$ cat config.mk
export PLATFORM = sky130hd
export DESIGN_NAME = membrane_integrator_flat
export DESIGN_NICKNAME = d
export VERILOG_FILES = /design/src/rtl/membrane_integrator_if.sv /design/src/rtl/membrane_integrator.sv /design/src/flat_wrapper.sv
export SDC_FILE = /design/constraint.sdc
export NUM_CORES = 1
export LEC_CHECK = 0
export ABC_CLOCK_PERIOD_IN_PS = 4750
export CAP_MARGIN = 5
export CORE_ASPECT_RATIO = 0.6
export CORE_MARGIN = 5
export CORE_UTILIZATION = 50
export CTS_CLUSTER_DIAMETER = 50
export DETAILED_ROUTE_END_ITERATION = 7
export HOLD_SLACK_MARGIN = 0.08
export PLACE_DENSITY = 0.77
export SETUP_SLACK_MARGIN = 0.3
export SLEW_MARGIN = 25
export SYNTH_ARGS = -nofsm -noshare
export SYNTH_HDL_FRONTEND = slang
export SYNTH_SLANG_ARGS = --single-unit
$ cat constraint.sdc
create_clock -name clk -period 4.75 [get_ports clk]
set_clock_uncertainty 0.1 [all_clocks]
set_input_delay 0.95 -clock clk [delete_from_list [all_inputs] [get_ports clk]]
set_output_delay 0.95 -clock clk [all_outputs]
set_load 0.02 [all_outputs]
$ cat src/rtl/membrane_integrator_if.sv
// Ionic-current bundle between the current/gating blocks (producer) and the
// membrane integrator (consumer), plus the membrane-potential feedback path.
//
// Handshake: a current set transfers on a rising clk edge where i_valid and
// i_ready are both 1. The consumer raises i_ready only when it can take a new
// set; i_valid seen while i_ready is 0 is ignored and nothing is captured.
// v_valid is a one-cycle pulse marking a freshly updated v. It has no ready
// and cannot be back-pressured.
interface membrane_integrator_if #(
    parameter int DW = 16
);
    logic signed [DW-1:0] i_ext;
    logic signed [DW-1:0] i_na;
    logic signed [DW-1:0] i_k;
    logic signed [DW-1:0] i_l;
    logic                 i_valid;
    logic                 i_ready;
    logic signed [DW-1:0] v;
    logic                 v_valid;
    logic                 spike;
    logic [15:0]          spike_count;

    // Producer side: current/gating blocks drive currents, observe V.
    modport master (
        output i_ext, i_na, i_k, i_l, i_valid,
        input  i_ready, v, v_valid, spike, spike_count
    );

    // Consumer side: the integrator.
    modport slave (
        input  i_ext, i_na, i_k, i_l, i_valid,
        output i_ready, v, v_valid, spike, spike_count
    );
endinterface

$ cat src/rtl/membrane_integrator.sv
// Membrane integrator: forward-Euler update of membrane potential V from the
// per-step ionic currents, V' = V + (dt/Cm) * (I_ext - I_na - I_k - I_l),
// all in signed Q8.8. One step takes four cycles (IDLE, SUM, SCALE, UPDATE).
// The result is clamped to [V_MIN, V_MAX], and upward crossings of V_THRESH
// are flagged as spikes and counted with a saturating counter.
module membrane_integrator #(
    parameter int DW        = 16,
    parameter int FRAC      = 8,
    parameter int V_REST    = -16640,
    parameter int DT_OVER_C = 64,
    parameter int V_THRESH  = 0,
    parameter int V_MAX     = 15360,
    parameter int V_MIN     = -25600
) (
    input  logic                  clk,
    input  logic                  rst,
    membrane_integrator_if.slave  bus,
    output logic [1:0]            fsm_state
);

    // Sum width: four DW-bit terms cannot overflow DW+2 bits.
    localparam int SW = DW + 2;
    // Product width: the sum times a DW-bit gain. v_next is also computed at
    // this width, so neither the product nor the addition can wrap before
    // the clamp is applied.
    localparam int PW = SW + DW;

    localparam logic signed [DW-1:0] REST_W   = DW'(V_REST);
    localparam logic signed [DW-1:0] THRESH_W = DW'(V_THRESH);
    localparam logic signed [PW-1:0] MAX_W    = PW'(V_MAX);
    localparam logic signed [PW-1:0] MIN_W    = PW'(V_MIN);
    localparam logic signed [PW-1:0] GAIN_W   = PW'(DT_OVER_C);

    typedef enum logic [1:0] {
        IDLE   = 2'd0,
        SUM    = 2'd1,
        SCALE  = 2'd2,
        UPDATE = 2'd3
    } state_t;

    state_t state;

    // Captured current set. The producer may change its inputs after the
    // accept edge, so every later stage works from these copies.
    logic signed [DW-1:0] cap_ext;
    logic signed [DW-1:0] cap_na;
    logic signed [DW-1:0] cap_k;
    logic signed [DW-1:0] cap_l;

    logic signed [SW-1:0] sum_r;
    logic signed [PW-1:0] delta_r;

    logic signed [DW-1:0] v_r;
    logic                 v_valid_r;
    logic                 spike_r;
    logic [15:0]          count_r;
    logic                 ready_r;

    // Datapath intermediates, one per pipeline stage.
    logic signed [SW-1:0] sum_next;
    logic signed [PW-1:0] prod_next;
    logic signed [PW-1:0] delta_next;
    logic signed [PW-1:0] v_wide;
    logic signed [DW-1:0] v_clamped;
    logic                 crossing;

    // Net membrane current. Each term is sign-extended to SW bits first, so
    // the three subtractions are exact.
    always_comb begin
        sum_next = SW'(cap_ext) - SW'(cap_na) - SW'(cap_k) - SW'(cap_l);
    end

    // Scale by dt/Cm. The arithmetic shift floors toward minus infinity. A
    // small negative net current therefore still moves V down by one LSB,
    // and a small positive one moves it by nothing.
    always_comb begin
        prod_next  = PW'(sum_r) * GAIN_W;
        delta_next = prod_next >>> FRAC;
    end

    // Integrate and clamp. A value sitting at a bound stays there instead of
    // wrapping, because the addition is done at full width before clamping.
    always_comb begin
        v_wide = PW'(v_r) + delta_r;
        if (v_wide > MAX_W) begin
            v_clamped = DW'(MAX_W);
        end else if (v_wide < MIN_W) begin
            v_clamped = DW'(MIN_W);
        end else begin
            v_clamped = DW'(v_wide);
        end
        // A spike is an upward crossing only. The check uses the clamped
        // value, so landing exactly on V_MAX from below still counts.
        crossing = (v_r < THRESH_W) && (v_clamped >= THRESH_W);
    end

    // Step sequencer. State, datapath registers and all outputs are updated
    // here, so every output is registered.
    always_ff @(posedge clk or posedge rst) begin
        if (rst) begin
            state     <= IDLE;
            cap_ext   <= '0;
            cap_na    <= '0;
            cap_k     <= '0;
            cap_l     <= '0;
            sum_r     <= '0;
            delta_r   <= '0;
            v_r       <= REST_W;
            v_valid_r <= 1'b0;
            spike_r   <= 1'b0;
            count_r   <= '0;
            ready_r   <= 1'b1;
        end else begin
            // Single-cycle pulses. They default low and are set only in
            // UPDATE.
            v_valid_r <= 1'b0;
            spike_r   <= 1'b0;
            case (state)
                IDLE: begin
                    if (bus.i_valid && ready_r) begin
                        cap_ext <= bus.i_ext;
                        cap_na  <= bus.i_na;
                        cap_k   <= bus.i_k;
                        cap_l   <= bus.i_l;
                        ready_r <= 1'b0;
                        state   <= SUM;
                    end
                end
                SUM: begin
                    sum_r <= sum_next;
                    state <= SCALE;
                end
                SCALE: begin
                    delta_r <= delta_next;
                    state   <= UPDATE;
                end
                UPDATE: begin
                    v_r       <= v_clamped;
                    v_valid_r <= 1'b1;
                    spike_r   <= crossing;
                    if (crossing && (count_r != 16'hFFFF)) begin
                        count_r <= count_r + 16'd1;
                    end
                    // i_ready rises on the same edge that raises v_valid.
                    // This lets the next set be accepted one edge later,
                    // which gives one step every four cycles.
                    ready_r <= 1'b1;
                    state   <= IDLE;
                end
                default: begin
                    state   <= IDLE;
                    ready_r <= 1'b1;
                end
            endcase
        end
    end

    assign bus.i_ready     = ready_r;
    assign bus.v           = v_r;
    assign bus.v_valid     = v_valid_r;
    assign bus.spike       = spike_r;
    assign bus.spike_count = count_r;
    assign fsm_state       = state;

endmodule
$ cat src/flat_wrapper.sv
// flat-port wrapper written by rule: the top's interface ports become plain ports
module membrane_integrator_flat 
#(
    parameter int DW        = 16,
    parameter int FRAC      = 8,
    parameter int V_REST    = -16640,
    parameter int DT_OVER_C = 64,
    parameter int V_THRESH  = 0,
    parameter int V_MAX     = 15360,
    parameter int V_MIN     = -25600
)
  (clk, rst, fsm_state, bus_i_ext, bus_i_na, bus_i_k, bus_i_l, bus_i_valid, bus_i_ready, bus_v, bus_v_valid, bus_spike, bus_spike_count);
  membrane_integrator_if #(.DW(DW)) bus_i ();
  input  logic clk;
  input  logic rst;
  output logic [1:0] fsm_state;
  input wire logic [$bits(bus_i.i_ext)-1:0] bus_i_ext;
  input wire logic [$bits(bus_i.i_na)-1:0] bus_i_na;
  input wire logic [$bits(bus_i.i_k)-1:0] bus_i_k;
  input wire logic [$bits(bus_i.i_l)-1:0] bus_i_l;
  input wire logic [$bits(bus_i.i_valid)-1:0] bus_i_valid;
  output wire logic [$bits(bus_i.i_ready)-1:0] bus_i_ready;
  output wire logic [$bits(bus_i.v)-1:0] bus_v;
  output wire logic [$bits(bus_i.v_valid)-1:0] bus_v_valid;
  output wire logic [$bits(bus_i.spike)-1:0] bus_spike;
  output wire logic [$bits(bus_i.spike_count)-1:0] bus_spike_count;
  assign bus_i.i_ext = bus_i_ext;
  assign bus_i.i_na = bus_i_na;
  assign bus_i.i_k = bus_i_k;
  assign bus_i.i_l = bus_i_l;
  assign bus_i.i_valid = bus_i_valid;
  assign bus_i_ready = bus_i.i_ready;
  assign bus_v = bus_i.v;
  assign bus_v_valid = bus_i.v_valid;
  assign bus_spike = bus_i.spike;
  assign bus_spike_count = bus_i.spike_count;
  membrane_integrator #(.DW(DW), .FRAC(FRAC), .V_REST(V_REST), .DT_OVER_C(DT_OVER_C), .V_THRESH(V_THRESH), .V_MAX(V_MAX), .V_MIN(V_MIN)) u_core (.clk(clk), .rst(rst), .bus(bus_i), .fsm_state(fsm_state));
endmodule
==> results of run 1 <==
==> layout make-up <==
class	count	share of cell area (%)
Multi-Input combinational cell	400	40.37
Sequential cell	133	35.43
Timing Repair Buffer	106	11.31
Clock buffer	19	4.701
Inverter	78	3.147
Tap cell	198	2.629
Clock inverter	12	2.404
==> routing by layer <==
| layer | vias up | track usage [%] | wire [µm] |
|---|---|---|---|
| met5 | - | 0 | 0 |
| met4 | 0 | 5.906 | 235 |
| met3 | 21 | 4.528 | 658 |
| met2 | 98 | 29.75 | 7340 |
| met1 | 2453 | 24.56 | 7065 |
| li1 | 2372 | - | - |
==> logic make-up after synthesis <==
kind of cell,Yosys count,share of synthesized area (%)
flops,133,44.55
fa+ha+maj,72,15.23
buf+inv,94,4.859
compound gates,92,8.950
mux,98,14.68
simple gates,96,6.829
xor+xnor,42,4.909
==> worst max-delay path: cells and delay by family, from the launching register on <==
kind	cells	cell delay, ns
fa+ha+maj	3	1.34
compound gates	5	1.30
simple gates	2	0.37
flops	1	0.34
mux	1	0.26
xor+xnor	1	0.09
buf+inv	1	0.07
==> worst paths after layout <==
path | endpoint | slack [ns] | depth (start not counted)
min reg2reg | u_core.bus.spike_count[15]$_DFFE_PP0P_ | 0.40 | 1
min | u_core.bus.spike_count[15]$_DFFE_PP0P_ | 0.40 | 1
min in group asynchronous | u_core.cap_na[1]$_DFFE_PP0P_ | 0.99 | 3
max in group asynchronous | u_core.cap_l[8]$_DFFE_PP0P_ | 3.02 | 3
max | u_core.sum_r[16]$_DFFE_PP0N_ | 0.76 | 13
max reg2reg | u_core.sum_r[16]$_DFFE_PP0N_ | 0.76 | 13
==> layout by cell type, fill, tap and decap left out, types with 3 or more instances in the layout <==
cell type | netlist | final
xor2_1 | 13 | 13
a21boi_0 | 3 | 3
a211oi_1 | 3 | 3
nand2_1 | 25 | 25
and3_1 | 4 | 4
a21o_1 | 11 | 11
nor2b_1 | 3 | 3
dfrtp_1 | 125 | 125
a21oi_1 | 24 | 24
nor3_1 | 6 | 6
inv_1 | 78 | 77
bufinv_16 | 0 | 6
nand4_1 | 4 | 4
nand3_1 | 11 | 10
o22ai_1 | 12 | 12
clkinvlp_4 | 0 | 3
clkdlybuf4s50_1 | 0 | 103
ha_1 | 40 | 40
o21ai_0 | 8 | 8
nand2b_1 | 3 | 3
mux2_2 | 95 | 95
clkbuf_16 | 0 | 17
mux2i_1 | 3 | 3
dfstp_2 | 8 | 8
fa_1 | 32 | 32
xnor2_1 | 29 | 29
o21bai_1 | 4 | 4
nor2_1 | 25 | 25
==> registers in the layout, summed over array words and instances (netlist names) <==
name / count
u_core.sum_r: 16
u_core.cap_ext: 16
u_core.bus.spike_count: 16
u_core.bus.v_valid: 1
u_core.fsm_state: 2
u_core.bus.i_ready: 1
u_core.cap_l: 16
u_core.delta_r: 16
u_core.bus.spike: 1
u_core.bus.v: 16
u_core.cap_na: 16
u_core.cap_k: 16
==> through the flow <==
step	hold slack, ns	setup WS, ns
6_report	0.3970	0.7638
5_1_grt	0.4178	0.5700
4_1_cts	0.4014	0.7488
3_5_place_dp	0.3905	0.7655
3_3_place_gp	0.3831	0.8577
2_1_floorplan	0.3750	1.010
==> out/qor.txt, run 1 <==
RSZ-0062 raised after global routing: no
DRT iter0 DRCs: 215
GRT Residual Overflow: 0
final critical-path required period: 3.986 ns
Synthesized Nets: 766
post-layout util: 64.57%
fin crit share: 83.92%
largest net degree at the start of global routing: 134
Die W: 168.0 µm
fillers: 1087
critical path startpoint: u_core.cap_k[4]$_DFFE_PP0P_
crit-path cells: inv_1 -> fa_1 -> fa_1 -> ha_1 -> a21o_1 -> a21o_1 -> a221o_1 -> nand3_1 -> a311oi_1 -> and4_4 -> a2111oi_4 -> xnor2_1 -> mux2_2
crit path capture type: flip-flop
clk sinks: 133
clk slew on worst S/H paths: 0.06 ns
Total Wirelength: 15.30 mm
Die Ht: 104.8 µm
MaxCap Viol Count: 0
DP Cell Count: 915
total negative slack: 0 ns
YS warnings: 0
setup bufs post-CTS: 0
number of synthesized flops with an enable pin: 0
final-report hold violation count: 0
count leader, synth: dfrtp_1
first-pass GRT wire length: 26.57 mm
Routed WL per cell: 16.17 µm
Synth cell types: 62
WS Path Type: flip-flop to flip-flop
top_reg_cell synth: dfrtp_1
via count: 4944
TritonCTS clock tree: yes
Placement Rows: 34
Slew Limit Fails: 0
share of cells above drive strength 1: 21.26%
Crit Path Max Fanout: 4
initial antenna violation count: 0
Synth area leaders: dfrtp_1, mux2_2, fa_1
largest area contributor in the netlist: dfrtp_1
root buffer cell: clkbuf_16
f_max: 0.2509 GHz
nets@finish: 875
hold path start: u_core.bus.spike_count[15]$_DFFE_PP0P_
CORE AREA: 14590 µm²
gate count of the mapped netlist: 627
DIE AREA: 17620 µm²
Final HPWL DP: 11.31 mm
#FFs+latches synth: 133
worst path required time: 4.95 ns
GPL Wtd Cong: 0.8063
number of hold buffers added after cts: 0
crit-path max cell delay: 0.56 ns
number of global-route vias before repair: 5443
Starting Density: 51.35%
H-Tree Depth: 4
critical path startpoint category: flip-flop
commonest cells in the synthesized netlist: dfrtp_1, mux2_2, inv_1, ha_1, fa_1
Worst path slowest cell: fa_1
Hold Crit Class: flip-flop to flip-flop
routed vias/inst: 5.226
post-synth top area share: 41.74%
port bufs: 103
Clock Tree Buf Depth: 2
worst reg2reg path startpoint: u_core.cap_k[4]$_DFFE_PP0P_
PostCTS Resize Cnt: 0
Synth async-reset ratio: 100.0%
slew of the pin with the lowest slew margin: 0.8027 ns
TritonCTS Buffers: 17
Sequential cell area: 3338 µm²
Final Cell Area: 9422 µm²
io pins: 104
setup violators final: 0
latest clock arrival within the worst-skew pair: 0.42 ns
Final Non-Filler Cells: 946
Cell Area, Synth: 7493 µm²
Max-slew headroom: 46.48%
sequential share of the synthesized area: 44.55%
Syn Area/Cell: 11.95 µm²
footprint of the multi-input gates: 3804 µm²
diode count: 0
Area Growth Syn to Fin: 25.73%
DP Area: 8745 µm²
status: finished clean
antenna-violating nets left: 0
first-pass detailed-route iteration total: 4
CP arrival: 4.19 ns
total global-route track usage: 18.37%
# DRC: 0
Power of run 1 is not shown: default switching activity piles up to over one toggle a cycle in this logic, so the estimate is an artifact.
==> run 2: changes to the inputs <==
ABC_CLOCK_PERIOD_IN_PS = 3450   (was 4750)
clock period = 3.45 ns   (was 4.75 ns; I/O delays follow)
==> run 2 against run 1 <==
Compared with the run above: the run now ends with setup timing left; routed wire length is 9.6% higher; worst setup slack got worse by 0.94 ns; clock-buffer cell count shrank 1; design area increased by 6.7%; final cell count rose by 4.5%; critical path type unchanged; largest cell class unchanged.
==> out/qor.txt, run 2 (same netlist as run 1, synthesis figures left out) <==
status: finished, violations left (was finished clean)
failing checks: setup timing
first-pass GRT wire length: 28.06 mm (was 26.57 mm)
TritonCTS clock tree: yes (unchanged)
clk slew on worst S/H paths: 0.06 ns (about the same)
root buffer cell: clkbuf_16 (unchanged)
Final HPWL DP: 11.51 mm (was 11.31 mm)
Slew Limit Fails: 0 (unchanged)
Max-slew headroom: 42.58% (was 46.48%)
share of cells above drive strength 1: 31.10% (was 21.26%)
fin crit share: 105.1% (was 83.92%)
CORE AREA: 14590 µm² (unchanged)
port bufs: 103 (unchanged)
post-layout util: 68.92% (was 64.57%)
r2r endpoint: u_core.sum_r[11]$_DFFE_PP0N_ (was u_core.sum_r[16]$_DFFE_PP0N_)
H-Tree Depth: 4 (unchanged)
initial antenna violation count: 0 (unchanged)
GPL Wtd Cong: 0.8030 (was 0.8063)
CP arrival: 3.82 ns (was 4.19 ns)
post-route setup slack: -0.1747 ns (was 0.7638 ns)
setup violators final: 8 (was 0)
routed vias/inst: 5.253 (was 5.226)
diode count: 0 (unchanged)
latest clock arrival within the worst-skew pair: 0.42 ns (about the same)
Crit Path Max Fanout: 2 (was 4)
Die W: 168.0 µm (unchanged)
worst reg2reg path startpoint: u_core.cap_k[3]$_DFFE_PP0P_ (was u_core.cap_k[4]$_DFFE_PP0P_)
MaxCap Viol Count: 0 (unchanged)
Routed WL per cell: 16.96 µm (was 16.17 µm)
Starting Density: 51.35% (unchanged)
R2R Setup Slk: -0.17 ns (was 0.76 ns)
DIE AREA: 17620 µm² (unchanged)
number of hold buffers added after cts: 0 (unchanged)
TritonCTS Buffers: 17 (unchanged)
slew of the pin with the lowest slew margin: 0.8613 ns (was 0.8027 ns)
RSZ-0062 raised after global routing: yes (was no)
final-report hold violation count: 0 (unchanged)
Placement Rows: 34 (unchanged)
most common cell after layout, fill and taps aside: dfrtp_1 (unchanged)
Area Growth Syn to Fin: 34.21% (was 25.73%)
total global-route track usage: 19.49% (was 18.37%)
# DRC: 0 (unchanged)
DRT iter0 DRCs: 217 (was 215)
Clock Tree Buf Depth: 2 (unchanged)
nets@finish: 917 (was 875)
Total Wirelength: 16.77 mm (was 15.30 mm)
clk sinks: 133 (unchanged)
f_max: 0.2759 GHz (was 0.2509 GHz)
FF-to-FF path depth: 14 (was 13)
Hold Crit Class: primary input to async pin (was flip-flop to flip-flop)
io pins: 104 (unchanged)
GRT Residual Overflow: 0 (unchanged)
crit path capture type: flip-flop (unchanged)
Die Ht: 104.8 µm (unchanged)
critical path startpoint category: flip-flop (unchanged)
commonest non-fill, non-tap cells in the layout: dfrtp_1, clkdlybuf4s50_1, mux2_2 (unchanged)
first-pass detailed-route iteration total: 4 (unchanged)
final critical-path required period: 3.625 ns (was 3.986 ns)
via count: 5195 (was 4944)
largest net degree at the start of global routing: 86 (was 134)
number of global-route vias before repair: 5724 (was 5443)
worst path required time: 3.65 ns (was 4.95 ns)
total negative slack: -1.073 ns (was 0 ns)
antenna-violating nets left: 0 (unchanged)
WS Path Type: flip-flop to flip-flop (unchanged)
-- run 2: worst max path at each step --
stage	start	end	slack, ns	depth (start not counted)
CTS	u_core.cap_l[4]$_DFFE_PP0P_	u_core.sum_r[17]$_DFFE_PP0N_	-0.16	14
global route	u_core.cap_l[4]$_DFFE_PP0P_	u_core.sum_r[17]$_DFFE_PP0N_	-0.30	14
floorplan	u_core.cap_l[4]$_DFFE_PP0P_	u_core.sum_r[16]$_DFFE_PP0N_	0.04	13
finish	u_core.cap_k[3]$_DFFE_PP0P_	u_core.sum_r[11]$_DFFE_PP0N_	-0.17	14
global placement	u_core.cap_l[4]$_DFFE_PP0P_	u_core.sum_r[16]$_DFFE_PP0N_	-0.06	13
detailed placement	u_core.cap_l[4]$_DFFE_PP0P_	u_core.sum_r[16]$_DFFE_PP0N_	-0.17	13
-- run 2: per-stage QoR --
step	cell area (µm²)	std cells	worst slack, ns	hold slack (ns)
4_1_cts	9778	979	-0.1556	0.3929
2_1_floorplan	7541	627	0.04150	0.3750
3_3_place_gp	8921	931	-0.06193	0.3825
5_1_grt	10060	989	-0.3043	0.4088
3_5_place_dp	8921	931	-0.1733	0.3900
6_report	10060	989	-0.1747	0.4002
-- run 2: cell type report --
type	instances	area, µm²
clock buffer	18	429.2
timing repair buffer	148	1433
inverter	78	296.5
sequential	133	3339
clock inverter	14	152.6
multi-input combinational	400	4159
tap	198	247.7
fill	1013	4534
-- run 2: repair_timing --
action                                  in CTS  in global routing
hold endpoints to repair                     0                  0
buffers inserted                            16                 10
pin swaps                                   24                 22
endpoints found under the setup margin      25                 37
gates resized for setup                     28                 40
-- run 2: critical path: stages, from the launching register on --
cell,delay [ns]
dfrtp_1,0.33
inv_1,0.07
fa_1,0.60
fa_2,0.47
ha_4,0.18
a21o_1,0.17
a21o_1,0.15
a221o_1,0.36
buf_4,0.15
buf_6,0.11
a31oi_4,0.20
o21bai_4,0.08
a21oi_2,0.15
xnor2_1,0.09
mux2_2,0.26
-- run 2: metal layers --
layer | wire length [µm] | vias to the layer above | track usage, %
met2 | 8272 | 105 | 32.27
met4 | 286 | 0 | 6.601
met3 | 638 | 29 | 3.623
li1 | - | 2459 | -
met1 | 7574 | 2602 | 26.09
met5 | 0 | - | 0
Power of run 2 is left out for the same reason.
==> run 3: changes to the inputs <==
CORE_UTILIZATION = 58   (was 50)
DONT_BUFFER_PORTS = 1   (was unset)
MAX_ROUTING_LAYER = met4   (was unset)
PLACE_DENSITY = 0.76   (was 0.77)
==> run 3 against run 2 <==
Compared with the run above: the flow still finishes with violations (setup timing); worst setup slack better by 0.023 ns; clock-buffer cell count rose by 1; global-route usage increased by 1.9 points; routed wire length shrank 7.5%; design area down 9.3%; die area down 13%; highest routed layer unchanged; utilization increased by 2.7 points; sequential cell count unchanged; largest cell class unchanged.
==> out/qor.txt, run 3 (same netlist as run 1, synthesis figures left out) <==
status: finished, violations left (unchanged)
failing checks: setup timing (unchanged)
crit-path max cell delay: 0.54 ns (was 0.60 ns)
initial antenna violation count: 1 (was 0)
Clock Tree Buf Depth: 2 (unchanged)
Die Ht: 98.05 µm (was 104.8 µm)
CP arrival: 3.79 ns (was 3.82 ns)
largest net degree at the start of global routing: 65 (was 86)
Die W: 156.7 µm (was 168.0 µm)
Routed WL per cell: 17.77 µm (was 16.96 µm)
H-Tree Depth: 4 (unchanged)
number of global-route vias before repair: 5253 (was 5724)
Hold Crit Class: primary input to async pin (unchanged)
Placement Rows: 32 (was 34)
crit path capture type: flip-flop (unchanged)
final critical-path required period: 3.601 ns (was 3.625 ns)
GRT Residual Overflow: 0 (unchanged)
Buf/Inv on CP: 1 (was 3)
Total Wirelength: 15.51 mm (was 16.77 mm)
final-report hold violation count: 0 (unchanged)
clk slew on worst S/H paths: 0.06 ns (about the same)
nets@finish: 828 (was 917)
most common cell after layout, fill and taps aside: dfrtp_1 (unchanged)
WS Path Type: flip-flop to flip-flop (unchanged)
root buffer cell: clkbuf_16 (unchanged)
post-route setup slack: -0.1515 ns (was -0.1747 ns)
Place WS: -0.1354 ns (was -0.1733 ns)
GPL Wtd Cong: 0.8828 (was 0.8030)
MaxCap Viol Count: 0 (unchanged)
latest clock arrival within the worst-skew pair: 0.41 ns (was 0.42 ns)
# DRC: 0 (unchanged)
DP Area: 7888 µm² (was 8921 µm²)
total global-route track usage: 21.35% (was 19.49%)
first-pass GRT wire length: 25.70 mm (was 28.06 mm)
number of hold buffers added after cts: 0 (unchanged)
worst path required time: 3.64 ns (was 3.65 ns)
Worst path slowest cell: fa_1 (unchanged)
clk sinks: 133 (unchanged)
TritonCTS Buffers: 17 (unchanged)
slew of the pin with the lowest slew margin: 0.8908 ns (was 0.8613 ns)
fin crit share: 104.4% (was 105.1%)
RSZ-0062 raised after global routing: yes (unchanged)
Max-slew headroom: 40.61% (was 42.58%)
antenna-violating nets left: 0 (unchanged)
io pins: 104 (unchanged)
via count: 4862 (was 5195)
Largest delay share family, worst path: adder cells (unchanged)
setup violators final: 6 (was 8)
commonest non-fill, non-tap cells in the layout: dfrtp_1, mux2_2, inv_1 (was dfrtp_1, clkdlybuf4s50_1, mux2_2)
routed vias/inst: 5.569 (was 5.253)
f_max: 0.2777 GHz (was 0.2759 GHz)
Crit Path Max Fanout: 3 (was 2)
port bufs: 0 (was 103)
Slew Limit Fails: 0 (unchanged)
Area Growth Syn to Fin: 21.74% (was 34.21%)
Final HPWL DP: 10.65 mm (was 11.51 mm)
first-pass detailed-route iteration total: 4 (unchanged)
DIE AREA: 15370 µm² (was 17620 µm²)
CORE AREA: 12730 µm² (was 14590 µm²)
DRT iter0 DRCs: 227 (was 217)
crit-path cells: inv_2 -> fa_1 -> fa_1 -> ha_4 -> a21o_1 -> a21o_1 -> a221o_1 -> nand3_2 -> a311oi_4 -> and4_4 -> a2111oi_4 -> xnor2_1 -> mux2_4 (was inv_1 -> fa_1 -> fa_2 -> ha_4 -> a21o_1 -> a21o_1 -> a221o_1 -> buf_4 -> buf_6 -> a31oi_4 -> o21bai_4 -> a21oi_2 -> xnor2_1 -> mux2_2)
TritonCTS clock tree: yes (unchanged)
Final Cell Area: 9123 µm² (was 10060 µm²)
critical path startpoint category: flip-flop (unchanged)
share of cells above drive strength 1: 38.60% (was 31.10%)
Starting Density: 58.85% (was 51.35%)
[run 3: cell type report]
type / count / area, µm²
multi-input cells: 400 / 4225
fillers: 850 / 3610
flip-flops and latches: 133 / 3341
repair buffers: 59 / 466.7
clock buffers: 19 / 442.9
inverters: 78 / 296.5
well taps: 170 / 212.7
clock inverters: 13 / 135.1
diodes: 1 / 2.502
[run 3: per-stage QoR]
step | setup TNS, ns | utilization, % | instances | hold slack (ns)
after global routing | -1.522 | 71.65 | 873 | 0.2053
after global placement | -0.05011 | 61.95 | 806 | 0.3891
after CTS | -0.6144 | 69.56 | 861 | 0.1611
after floorplan | 0 | - | 627 | 0.3750
after detailed placement | -0.3238 | 61.95 | 806 | 0.3924
final | -0.6442 | 71.65 | 873 | 0.1422
[run 3: routing by layer]
metal	share of wire (%)	routed length (µm)	GRT usage (%)	vias to the layer above
li1	-	-	-	2291
met1	44	6778	27.71	2452
met2	50	7740	33.56	100
met3	5.1	784	5.802	19
met4	1.3	208	5.600	0
met5	0	0	-	-
[run 3: timing repair]
item	in CTS	in global routing
gates resized for setup	38	39
endpoints found under the setup margin	27	36
hold endpoints to repair	0	0
pin swaps	38	35
setup buffers	23	11
[run 3: final timing paths]
| check | startpoint | endpoint | slack, ns | depth (start not counted) |
|---|---|---|---|---|
| hold reg to reg | u_core.cap_k[6]$_DFFE_PP0P_ | u_core.cap_k[6]$_DFFE_PP0P_ | 0.40 | 1 |
| setup reg to reg | u_core.cap_l[4]$_DFFE_PP0P_ | u_core.sum_r[16]$_DFFE_PP0N_ | -0.15 | 13 |
| setup / recovery | u_core.cap_l[4]$_DFFE_PP0P_ | u_core.sum_r[16]$_DFFE_PP0N_ | -0.15 | 13 |
| max in group asynchronous | rst | u_core.cap_na[5]$_DFFE_PP0P_ | 2.34 | 2 |
| hold / removal | rst | u_core.sum_r[2]$_DFFE_PP0N_ | 0.14 | 1 |
| min in group clk | bus_i_l[9] | u_core.cap_l[9]$_DFFE_PP0P_ | 0.32 | 1 |
Power of run 3 is left out for the same reason.
